==> src/rtl/mips_pkg.sv <==
// Shared definitions for the MEM stage: access FSM states, error bit
// positions, default access timeout and the pipeline register layouts.
package mips_pkg;

  // Data-memory access controller states. DONE only matters if EX/MEM were
  // ever held by a freeze outside this stage; otherwise it falls back to IDLE.
  typedef enum logic [1:0] {
    ST_IDLE = 2'd0,
    ST_WAIT = 2'd1,
    ST_DONE = 2'd2
  } mem_state_e;

  // Positions inside the sticky err_o vector.
  localparam int ERR_MISALIGN = 0;
  localparam int ERR_TIMEOUT  = 1;

  // Default number of cycles a request may wait for ack before it is abandoned.
  localparam int TIMEOUT_DEFAULT = 16;

  // Width of the wait counter; large enough for TIMEOUT up to 255.
  localparam int CNT_W = 8;

  // EX/MEM pipeline register contents.
  typedef struct packed {
    logic        reg_write;
    logic        mem_to_reg;
    logic        mem_read;
    logic        mem_write;
    logic [31:0] alu;
    logic [31:0] rt_data;
    logic [4:0]  dest;
  } exmem_t;

  // MEM/WB pipeline register contents.
  typedef struct packed {
    logic        reg_write;
    logic [4:0]  dest;
    logic [31:0] data;
  } memwb_t;

  // Word accesses must have the two low address bits clear.
  function automatic logic is_misaligned(input logic [31:0] addr);
    return (addr[1:0] != 2'b00);
  endfunction

endpackage

==> src/rtl/mem_access_ctrl.sv <==
// Data-memory handshake controller: issues the request, counts waited
// cycles, raises stall while the access is pending and aborts a request
// that has waited TIMEOUT-1 cycles without an ack.
module mem_access_ctrl
  import mips_pkg::*;
#(
  parameter int TIMEOUT = TIMEOUT_DEFAULT
) (
  input  logic clk_i,
  input  logic rst_i,
  input  logic access_i,
  input  logic ack_i,
  output logic req_o,
  output logic stall_o,
  output logic abort_o
);

  localparam logic [CNT_W-1:0] CNT_LAST = 8'(TIMEOUT - 1);

  mem_state_e       state_q, state_d;
  logic [CNT_W-1:0] cnt_q, cnt_d;
  logic             abort_s;
  logic             req_s;

  // The request drops in the abort cycle so a late ack can never complete it.
  assign abort_s = (state_q == ST_WAIT) && (cnt_q == CNT_LAST);
  assign req_s   = access_i && (state_q != ST_DONE) && !abort_s;

  assign req_o   = req_s;
  assign stall_o = req_s && !ack_i;
  assign abort_o = abort_s;

  // Next-state and wait-count logic. The counter is zero whenever the FSM is
  // idle and already counts the first un-acked request cycle on entry to WAIT.
  always_comb begin
    state_d = state_q;
    cnt_d   = cnt_q;
    case (state_q)
      ST_IDLE: begin
        if (req_s && !ack_i) begin
          state_d = ST_WAIT;
          cnt_d   = 8'd1;
        end else begin
          state_d = ST_IDLE;
          cnt_d   = 8'd0;
        end
      end
      ST_WAIT: begin
        if (ack_i || abort_s) begin
          state_d = ST_IDLE;
          cnt_d   = 8'd0;
        end else if (cnt_q == CNT_LAST) begin
          state_d = ST_WAIT;
          cnt_d   = cnt_q;
        end else begin
          state_d = ST_WAIT;
          cnt_d   = cnt_q + 8'd1;
        end
      end
      ST_DONE: begin
        state_d = ST_IDLE;
        cnt_d   = 8'd0;
      end
      default: begin
        state_d = ST_IDLE;
        cnt_d   = 8'd0;
      end
    endcase
  end

  // State and counter registers with synchronous reset.
  always_ff @(posedge clk_i) begin
    if (rst_i) begin
      state_q <= ST_IDLE;
      cnt_q   <= 8'd0;
    end else begin
      state_q <= state_d;
      cnt_q   <= cnt_d;
    end
  end

endmodule

==> src/rtl/mem_stage.sv <==
// MEM pipeline stage: EX/MEM and MEM/WB registers around a single-port data
// memory with a request/ack handshake, misalignment and timeout detection,
// and sticky error reporting.
module mem_stage
  import mips_pkg::*;
#(
  parameter int TIMEOUT = TIMEOUT_DEFAULT
) (
  input  logic        clk_i,
  input  logic        rst_i,
  input  logic        RegWrite_i,
  input  logic        MemtoReg_i,
  input  logic        MemRead_i,
  input  logic        MemWrite_i,
  input  logic [31:0] ALU_result_i,
  input  logic [31:0] rt_data_i,
  input  logic [4:0]  dest_reg_i,
  output logic        dmem_req_o,
  output logic        dmem_we_o,
  output logic [31:0] dmem_addr_o,
  output logic [31:0] dmem_wdata_o,
  input  logic        dmem_ack_i,
  input  logic [31:0] dmem_rdata_i,
  output logic        stall_o,
  output logic        EXMEM_RegWrite_o,
  output logic [4:0]  EXMEM_dest_reg_o,
  output logic [31:0] EXMEM_ALU_o,
  output logic        MEMWB_RegWrite_o,
  output logic [4:0]  MEMWB_dest_reg_o,
  output logic [31:0] MEMWB_WriteData_o,
  output logic [1:0]  err_o
);

  exmem_t     exmem_q, exmem_d;
  memwb_t     memwb_q, memwb_d;
  logic [1:0] err_q, err_d;

  logic memop_s;
  logic misaligned_s;
  logic access_s;
  logic req_s;
  logic stall_s;
  logic abort_s;

  // A read+write combination is handled as a write.
  assign memop_s      = exmem_q.mem_read | exmem_q.mem_write;
  assign misaligned_s = memop_s & is_misaligned(exmem_q.alu);
  assign access_s     = memop_s & ~misaligned_s;

  mem_access_ctrl #(
    .TIMEOUT (TIMEOUT)
  ) u_ctrl (
    .clk_i    (clk_i),
    .rst_i    (rst_i),
    .access_i (access_s),
    .ack_i    (dmem_ack_i),
    .req_o    (req_s),
    .stall_o  (stall_s),
    .abort_o  (abort_s)
  );

  assign dmem_req_o   = req_s;
  assign dmem_we_o    = exmem_q.mem_write;
  assign dmem_addr_o  = exmem_q.alu;
  assign dmem_wdata_o = exmem_q.rt_data;
  assign stall_o      = stall_s;

  assign EXMEM_RegWrite_o = exmem_q.reg_write;
  assign EXMEM_dest_reg_o = exmem_q.dest;
  assign EXMEM_ALU_o      = exmem_q.alu;

  assign MEMWB_RegWrite_o  = memwb_q.reg_write;
  assign MEMWB_dest_reg_o  = memwb_q.dest;
  assign MEMWB_WriteData_o = memwb_q.data;
  assign err_o             = err_q;

  // EX/MEM captures the EX outputs unless the stage is stalled.
  always_comb begin
    exmem_d = exmem_q;
    if (stall_s) begin
      exmem_d = exmem_q;
    end else begin
      exmem_d.reg_write  = RegWrite_i;
      exmem_d.mem_to_reg = MemtoReg_i;
      exmem_d.mem_read   = MemRead_i;
      exmem_d.mem_write  = MemWrite_i;
      exmem_d.alu        = ALU_result_i;
      exmem_d.rt_data    = rt_data_i;
      exmem_d.dest       = dest_reg_i;
    end
  end

  // MEM/WB retires the EX/MEM instruction on non-stalled edges. Failed
  // accesses and stores never write back; a completed load takes the ack data.
  always_comb begin
    memwb_d = memwb_q;
    if (stall_s) begin
      memwb_d = memwb_q;
    end else begin
      memwb_d.reg_write = exmem_q.reg_write & ~misaligned_s & ~abort_s & ~exmem_q.mem_write;
      memwb_d.dest      = exmem_q.dest;
      if (exmem_q.mem_to_reg && !exmem_q.mem_write) begin
        memwb_d.data = dmem_rdata_i;
      end else begin
        memwb_d.data = exmem_q.alu;
      end
    end
  end

  // Sticky error flags accumulate until reset.
  always_comb begin
    err_d               = err_q;
    err_d[ERR_MISALIGN] = err_q[ERR_MISALIGN] | misaligned_s;
    err_d[ERR_TIMEOUT]  = err_q[ERR_TIMEOUT] | abort_s;
  end

  // Pipeline and error registers with synchronous reset.
  always_ff @(posedge clk_i) begin
    if (rst_i) begin
      exmem_q <= '0;
      memwb_q <= '0;
      err_q   <= 2'b00;
    end else begin
      exmem_q <= exmem_d;
      memwb_q <= memwb_d;
      err_q   <= err_d;
    end
  end

endmodule

==> config.mk <==
export PLATFORM = sky130hd
export DESIGN_NAME = mem_stage
export DESIGN_NICKNAME = d
export VERILOG_FILES = /design/src/rtl/mips_pkg.sv /design/src/rtl/mem_access_ctrl.sv /design/src/rtl/mem_stage.sv
export SDC_FILE = /design/constraint.sdc
export NUM_CORES = 1
export LEC_CHECK = 0
export CAP_MARGIN = 20
export CELL_PAD_IN_SITES_DETAIL_PLACEMENT = 0
export CELL_PAD_IN_SITES_GLOBAL_PLACEMENT = 1
export CORE_AREA = 3 3 145 147
export CTS_CLUSTER_DIAMETER = 80
export DETAILED_ROUTE_END_ITERATION = 8
export DIE_AREA = 0 0 148 150
export HOLD_SLACK_MARGIN = 0.08
export PLACE_DENSITY = 0.91
export SETUP_SLACK_MARGIN = 0.5
export SLEW_MARGIN = 20
export SYNTH_ARGS = -nofsm -noshare
export SYNTH_HDL_FRONTEND = slang
export SYNTH_SLANG_ARGS = --single-unit
==> constraint.sdc <==
create_clock -name clk_i -period 2.35 [get_ports clk_i]
set_input_delay 0.47 -clock clk_i [delete_from_list [all_inputs] [get_ports clk_i]]
set_output_delay 0.47 -clock clk_i [all_outputs]
set_load 0.02 [all_outputs]
# Yosys cells after proc, flatten, opt, wreduce, memory -nomap -nowiden
# Index checks and enable logic that the tools add are counted.
[classes]
muxes = 8
eq_ne = 4
add_sub_neg = 1
n_bitwise = 11
n_reduce_logical = 11
[ops]
columns = ["operator", "count"]
rows = [
  ["$mux W32", 1],
  ["$mux W8", 2],
  ["$pmux W8 S2", 1],
  ["$add A8 B1 Y8 const B", 1],
  ["$eq A8 B4 Y1 const B", 1],
  ["$and A1 B1 Y1", 5],
  ["$logic_and A1 B1 Y1", 5],
  ["$pmux W2 S2", 1],
  ["$logic_not A1 Y1", 3],
  ["$mux W1", 3],
  ["$ne A3 B3 Y1 const B", 1],
  ["$not A1 Y1", 3],
  ["$or A1 B1 Y1", 3],
  ["$eq A2 B1 Y1 const B", 1],
  ["$logic_not A2 Y1", 1],
  ["$ne A2 B2 Y1 const B", 1],
  ["$reduce_bool A2 Y1", 1],
  ["$logic_or A1 B1 Y1", 1],
]
[word_totals]
register_bits = 123
inputBits = 108
wordCells = 48
output_inout_bits = 145

# Depth between registers and ports, before layout
# Gate-level depths: netlist (run 1).
[logic_depth]
ltp_word = 9
ltp_mapped = 8
ltp_nobuf = 6

# By module
# From an unflattened synthesis (run 1), not the netlist that was laid out.
[unflattened]
cells_unflattened = 592
area_unflattened_um2 = 5791.8
[by_module_without_submodules]
columns = ["module", "cells_per_inst", "n_inst", "seq_area_each_um2", "area_per_inst_um2"]
rows = [
  ["mem_stage", 543, 1, 2262.2, 5352.6],
  ["mem_access_ctrl", 49, 1, 180.2, 439.2],
]

# Worst setup path after synthesis (run 1)
# No wires, ideal clock.
[synth_timing]
path_type = "register -> output"
startpoint = "register exmem_q, in the netlist dmem_we_o"
endpoint = "output stall_o"
path_buffers = 3
t_required_ps = 1880
path_stages_with_launch = 8
t_arrival_ps = 1723
setup_slack_ps = 157
path_cell_list = "dfxtp_1 -> nor2_1 -> or4_1 -> buf_2 -> or2_1 -> buf_2 -> buf_6 -> clkinv_2"
[synth_via]
elab_chain_len = 7
[synth_lines]
columns = ["item", "line", "text"]
rows = [
  ["from (decl)", "mem_stage.sv:34", "exmem_t exmem_q, exmem_d;"],
  ["from (signal assigned)", "mem_stage.sv:124", "exmem_q <= exmem_d;"],
  ["$or A1 B1 Y1 *", "mem_stage.sv:46", "assign memop_s = exmem_q.mem_read | exmem_q.mem_write;"],
  ["$and A1 B1 Y1", "mem_stage.sv:47", "assign misaligned_s = memop_s & is_misaligned(exmem_q.alu);"],
  ["$not A1 Y1", "mem_stage.sv:48", "assign access_s = memop_s & ~misaligned_s;"],
  ["$and A1 B1 Y1 *", "mem_stage.sv:48", ""],
  ["$logic_and A1 B1 Y1 * (2 in a row)", "mem_access_ctrl.sv:27", "assign req_s = access_i && (state_q != ST_DONE) && !abort_s;"],
  ["$logic_and A1 B1 Y1 *", "mem_access_ctrl.sv:30", "assign stall_o = req_s && !ack_i;"],
  ["to (decl)", "mem_stage.sv:24", "output logic stall_o,"],
]
# Mark *: on every way between the ends. The rest lies on a longest branch, timed or not.

# Final worst setup path (run 1)
[layout_timing]
startpoint = "register exmem_q, in the netlist EXMEM_ALU_o[0]"
endpoint = "register memwb_q, in the netlist MEMWB_WriteData_o[1]"
[layout_via]
elab_chain_len = 7
[layout_lines]
columns = ["item", "line", "text"]
rows = [
  ["$reduce_bool A2 Y1", "mips_pkg.sv:43", "return (addr[1:0] != 2'b00);"],
  ["$and A1 B1 Y1", "mem_stage.sv:47", ""],
  ["$not A1 Y1", "mem_stage.sv:48", ""],
  ["$and A1 B1 Y1", "mem_stage.sv:48", ""],
  ["$logic_and A1 B1 Y1 (2 in a row)", "mem_access_ctrl.sv:27", ""],
  ["$logic_and A1 B1 Y1", "mem_access_ctrl.sv:30", ""],
  ["to (signal assigned)", "mem_stage.sv:125", "memwb_q <= memwb_d;"],
  ["to (decl)", "mem_stage.sv:35", "memwb_t memwb_q, memwb_d;"],
]
# Every way passes these cells.
# A chain may end at the register's enable or synchronous reset.

==> impl_metrics.toml, run 1 <==
[outcome]
status = "completed"

[cts]
clockBufferDepth = 2
htree_levels = 4
cts_sinks = 122
cts_made_buffers = 17
hold_buffers = 0
cts_tree = "yes"
clk_latency_ns = 0.41
path_clk_slew_ns = 0.05
cts_root_buf = "clkbuf_16"

[worst_setup_path]
cp_max_fo = 5
r2r_slack_ns = 0.14
timing.rr.start = "EXMEM_ALU_o[0]$_SDFFE_PP0N_"
worst-setup-path-type = "flop to flop"
crit_start = "EXMEM_ALU_o[0]$_SDFFE_PP0N_"
crit_arrival_ns = 2.53
end_kind = "flop"
start_kind = "flop"
required_ns = 2.67

[detailed_routing]
drt_iter0_drc = 186
vias_per_cell = 4.74
post_drt_wl_per_cell_um = 17.4
totalWireLength_um = 20500
drc = 0
vias = 5572
first_pass_iters = 4
ant_nets = 0

[die]
die_area_um2 = 22200
die_w_um = 148
initial_core_util_pct = 31.6
ioPinCount = 253
die_h_um = 150
core_area_um2 = 20000
rows = 52

[logic_synthesis]
ys_warn_count = 0
yosysSeqAreaShare_pct = 38.5
ys_types = 35
ys.flop_type = "dfxtp_1"
postSynthCellCount = 728
synth_nets = 837
netlist_area_um2 = 6340
ys_async_sr_fraction_pct = 0
synth-edff-count = 0
synth_seq_cells = 122
avgSynthCellArea_um2 = 8.70

[pwr]
comb_power_share_pct = 22.6
power_frac_seq_pct = 36.3
power_density_nw_per_um2 = 644
power_w = 0.00641
p_sw_share_pct = 27.6
pwr-share-clk_pct = 41.1
switchingPower_w = 0.00177
leakagePower_nw = 4.40
p_int_w = 0.00465
ir_drop_uv = 462

[global_route]
use_met1_pct = 21.1
gr-usage-all-layers_pct = 17.5
grt_pass1_wl_um = 30300
grt_busiest_layer = "met2"
antenna_found_initial = 0
overflow = 0
gr-usage-met3_pct = 6.54
met2_usage_pct = 29.4
grt_max_degree = 99
grt_pass1_vias = 5369

[min_path]
min_from = "err_o[1]$_SDFF_PP0_"
holdCritPathClass = "flop to flop"

[finish]
nFillCells = 1909
nNetsFinal = 1004
drive_above_1_share_pct = 22.0
final_cell_mix = "117 x dfxtp_1, 110 x dlygate4sd2_1, 107 x clkdlybuf4s50_1"
syn_to_final_growth_pct = 57.1
final_core_util_pct = 49.7
n_antenna_cell = 0
final_common_cell = "dfxtp_1"

[flow_run]
drv_cap = 0

[place]
dp_hpwl_um = 11800
finalWeightedCongestion = 0.729
port_buffers = 252
dp_slack_ns = -0.434

[timing]
drv_slew = 0
grt_setup_unrepaired = "true"
maxSlewHeadroom_pct = 53.4
fmax_ghz = 0.453
clock_skew_ns = 0.0101
setup_viol = 0
post-route-period-util_pct = 94.0
layout_min_cycle_time_ns = 2.21
worst_slew_pin_slew_ns = 0.699
setup_slack_ns = 0.142
whs_ns = 0.465
hold_violations = 0
[cell usage after synthesis, types with 3 or more instances]
cell	n	share of area, %
clkbuf_1	50	3.0
nand2b_1	79	7.8
dfxtp_1	122	39
a211oi_1	3	0.36
nor2_1	10	0.59
nor3b_1	3	0.36
buf_2	6	0.47
o21ai_1	31	2.4
mux2i_1	38	6.0
nor3_1	36	2.8
nor2b_1	72	7.1
a211oi_2	29	5.7
buf_6	4	0.71
nand2_1	3	0.18
inv_1	3	0.18
o21ai_0	114	9.0
or3_1	4	0.39
buf_4	101	12
[power by group through the flow]
stage | logic (W) | clock network [W] | registers (W)
6_report | 0.00145 | 0.00264 | 0.00233
4_1_cts | 0.00141 | 0.00271 | 0.00233
3_3_place_gp | 0.00130 | 0 | 0.00237
3_5_place_dp | 0.00131 | 0 | 0.00237
2_1_floorplan | 0.000756 | 0 | 0.00242
5_1_grt | 0.00155 | 0.00281 | 0.00234
[kinds of logic (layout without fill, tap and decap cells)]
kind of cell	after synthesis	count (layout)	share of synthesized area (%)
XOR/XNOR	3	3	0.415
flip-flops	122	122	38.5
AND/OR/NAND/NOR	215	215	20.2
multiplexers	38	38	6.00
buffers and inverters	166	344	16.4
AO/OA/AOI/OAI	183	183	18.2
adder cells (fa/ha/maj)	1	1	0.197
[routing by layer]
metal  wire (µm)  vias to the layer above
met5           0                        -
met4         280                        0
met3        1660                       13
met2       10200                      184
met1        8430                     2663
li1            -                     2712
[sequential cells by signal, indices dropped and copies added (netlist names)]
signal	count
err_o	2
MEMWB_RegWrite_o	1
u_ctrl.cnt_q	8
MEMWB_dest_reg_o	5
EXMEM_RegWrite_o	1
EXMEM_ALU_o	32
dmem_wdata_o	32
EXMEM_dest_reg_o	5
dmem_we_o	1
exmem_q	2
u_ctrl.state_q	1
MEMWB_WriteData_o	32
[worst paths after layout]
| path | endpoint | cells past startpoint |
|---|---|---|
| max | MEMWB_WriteData_o[1]$_SDFFE_PP0N_ | 8 |
| min | err_o[1]$_SDFF_PP0_ | 2 |
| max reg2reg | MEMWB_WriteData_o[1]$_SDFFE_PP0N_ | 8 |
| min reg2reg | err_o[1]$_SDFF_PP0_ | 2 |
[cell type report]
cell class	instances	area, µm²	share of cell area, %
timing repair buffer	310	3410	34.2
multi-input combinational	440	3140	31.6
clock inverter	6	87.6	0.880
inverter	4	27.5	0.276
tap	270	338	3.39
sequential	122	2450	24.6
clock buffer	24	502	5.04
[critical path: stages, from the launching register on]
cell and delay [ns]:
dfxtp_2 0.32, or4_4 0.53, or2_4 0.28, buf_4 0.15
buf_6 0.11, buf_12 0.13, buf_16 0.14, bufbuf_16 0.27
a211oi_2 0.19
[metrics by stage]
step	instances	instance area (µm²)	TNS, ns
after floorplan	728	6360	0
after global routing	1176	9960	0
after global placement	1117	8470	-18.86
final	1176	9960	0
after CTS	1173	9640	0
after detailed placement	1117	8470	-19.17
[repair_timing]
item,CTS,global route
gates resized for setup,224,89
buffers inserted,12,1
endpoints found under the hold margin,0,0
pin swaps,30,19
gates cloned,14,2
setup endpoints to repair,223,143
(Power assumes the default switching activity.)
==> run 2, diff against run 1 <==
--- a/config.mk
+++ b/config.mk
@@ -10,6 +10,7 @@
 export CELL_PAD_IN_SITES_GLOBAL_PLACEMENT = 1
 export CORE_AREA = 3 3 145 147
 export CTS_CLUSTER_DIAMETER = 80
+export CTS_CLUSTER_SIZE = 12
 export DETAILED_ROUTE_END_ITERATION = 8
 export DIE_AREA = 0 0 148 150
 export HOLD_SLACK_MARGIN = 0.08
==> results of run 2 <==
No change in the layout: final DEF, timing and power equal those of run 1.
==> run 3, diff against run 2 <==
--- a/config.mk
+++ b/config.mk
@@ -8,13 +8,15 @@
 export CAP_MARGIN = 20
 export CELL_PAD_IN_SITES_DETAIL_PLACEMENT = 0
 export CELL_PAD_IN_SITES_GLOBAL_PLACEMENT = 1
-export CORE_AREA = 3 3 145 147
+export CORE_AREA = 3 3 203 106
 export CTS_CLUSTER_DIAMETER = 80
 export CTS_CLUSTER_SIZE = 12
 export DETAILED_ROUTE_END_ITERATION = 8
-export DIE_AREA = 0 0 148 150
+export DIE_AREA = 0 0 206 109
+export GPL_ROUTABILITY_DRIVEN = 0
 export HOLD_SLACK_MARGIN = 0.08
 export PLACE_DENSITY = 0.91
+export RECOVER_POWER = 100
 export SETUP_SLACK_MARGIN = 0.5
 export SLEW_MARGIN = 20
 export SYNTH_ARGS = -nofsm -noshare
==> impl_metrics.toml, run 3 (same netlist as run 1, synthesis figures left out) <==
[pwr]
power_density_nw_per_um2 = 685
leakagePower_nw = 3.80
ir_drop_uv = 490

[global_route]
grt_max_degree = 85
overflow = 0
grt_pass1_vias = 5477
antenna_found_initial = 0
gr-usage-all-layers_pct = 18.0
grt_pass1_wl_um = 31000

[timing]
tns_ns = 0
layout_min_cycle_time_ns = 2.29
post-route-period-util_pct = 97.4
clock_skew_ns = 0.0120
maxSlewHeadroom_pct = 60.1
setup_viol = 0
fmax_ghz = 0.437
grt_setup_unrepaired = "true"
drv_slew = 0
worst_slew_pin_slew_ns = 0.598
hold_violations = 0

[cts]
path_clk_slew_ns = 0.06
clk_latency_ns = 0.41
cts_root_buf = "clkbuf_16"
clockBufferDepth = 2
cts_tree = "yes"
cts_made_buffers = 17
htree_levels = 4
cts_sinks = 122

[worst_setup_path]
cp_max_fo = 7
start_kind = "flop"
required_ns = 2.68
crit_arrival_ns = 2.62
end_kind = "flop"
worst-setup-path-type = "flop to flop"

[finish]
n_antenna_cell = 0
syn_to_final_growth_pct = 47.6
final_cell_mix = "122 x dlygate4sd2_1, 120 x dfxtp_1, 105 x clkdlybuf4s50_1"
instances_no_fill = 1181
nNetsFinal = 1011
final_common_cell = "dlygate4sd2_1"
drive_above_1_share_pct = 16.7
design_area_um2 = 9350

[die]
rows = 36
ioPinCount = 253
die_h_um = 109
die_area_um2 = 22500
die_w_um = 206
initial_core_util_pct = 32.4
core_area_um2 = 19500

[place]
port_buffers = 252
place_area_um2 = 8440
placed_cells = 1112
dp_hpwl_um = 12400

[detailed_routing]
totalWireLength_um = 21600
drc = 0
vias = 5648
drt_iter0_drc = 255
first_pass_iters = 4
ant_nets = 0
vias_per_cell = 4.78
post_drt_wl_per_cell_um = 18.3

[min_path]
holdCritPathClass = "flop to flop"

[outcome]
status = "completed"

[flow_run]
drv_cap = 0
## run 3: cell types whose count changed in the layout (fill, tap and decap cells not counted), moves of 8 or more
cell            change
a211oi_2           -31
a211oi_1           +31
buf_16              -8
o21ai_2            -12
dlygate4sd2_1      +12
clkbuf_2           +13
dlymetal6s2s_1     -30
o21ai_0            +16
clkbuf_1           +30
## run 3: report_power, final
part | leakage (nW) | internal (W) | switching (W)
registers | 1.01 | 0.00222 | 0.000102
clock network | 0.292 | 0.00174 | 0.00103
logic | 2.49 | 0.000616 | 0.000692
total | 3.80 | 0.00458 | 0.00183
## run 3: final cells by class
class / instances / area [µm²]
Tap cell: 266 / 333
Clock buffer: 20 / 458
Timing Repair Buffer: 317 / 2980
Sequential cell: 122 / 2440
Inverter: 4 / 27.5
Fill cell: 1920 / 10200
Clock inverter: 12 / 165
Multi-Input combinational cell: 440 / 2950
## run 3: per-layer routing
layer | global-route usage, % | vias up | wire length (µm)
met5 | 0 | - | 0
met4 | 6.43 | 0 | 370
met3 | 4.38 | 27 | 850
met2 | 31.3 | 133 | 11100
met1 | 21.8 | 2763 | 9330
li1 | - | 2725 | -
## run 3: final timing paths
path | depth (start not counted) | slack, ns | to | from
max | 9 | 0.06 | EXMEM_ALU_o[28]$_SDFFE_PP0N_ | dmem_we_o$_SDFFE_PP0N_
min | 2 | 0.47 | err_o[1]$_SDFF_PP0_ | err_o[1]$_SDFF_PP0_
max reg2reg | 9 | 0.06 | EXMEM_ALU_o[28]$_SDFFE_PP0N_ | dmem_we_o$_SDFFE_PP0N_
min reg2reg | 2 | 0.47 | err_o[1]$_SDFF_PP0_ | err_o[1]$_SDFF_PP0_
## run 3: critical path, stage by stage (launching register included)
cell and delay [ns]:
dfxtp_1 0.34, nor2_2 0.06, or4_4 0.50, or2_4 0.30, buf_4 0.14, buf_6 0.13
buf_12 0.14, clkbuf_2 0.16, bufbuf_16 0.28, o21ai_1 0.15
## run 3: repair_timing
action,in CTS,in global routing
pin swaps,11,29
endpoints found under the setup margin,228,130
endpoints found under the hold margin,0,0
hold buffers,0,0
buffers inserted,13,3
gates resized for setup,178,135
cloned,15,6
## run 3: through the flow
stage	power, W	setup WS [ns]	hold slack [ns]	utilization [%]
2_1_floorplan	0.00318	0.326	0.443	-
3_3_place_gp	0.00367	-0.361	0.451	43.2
3_5_place_dp	0.00369	-0.438	0.457	43.2
4_1_cts	0.00653	0.129	0.469	49.2
5_1_grt	0.00667	-0.0133	0.491	47.8
6_report	0.00641	0.0619	0.475	47.8
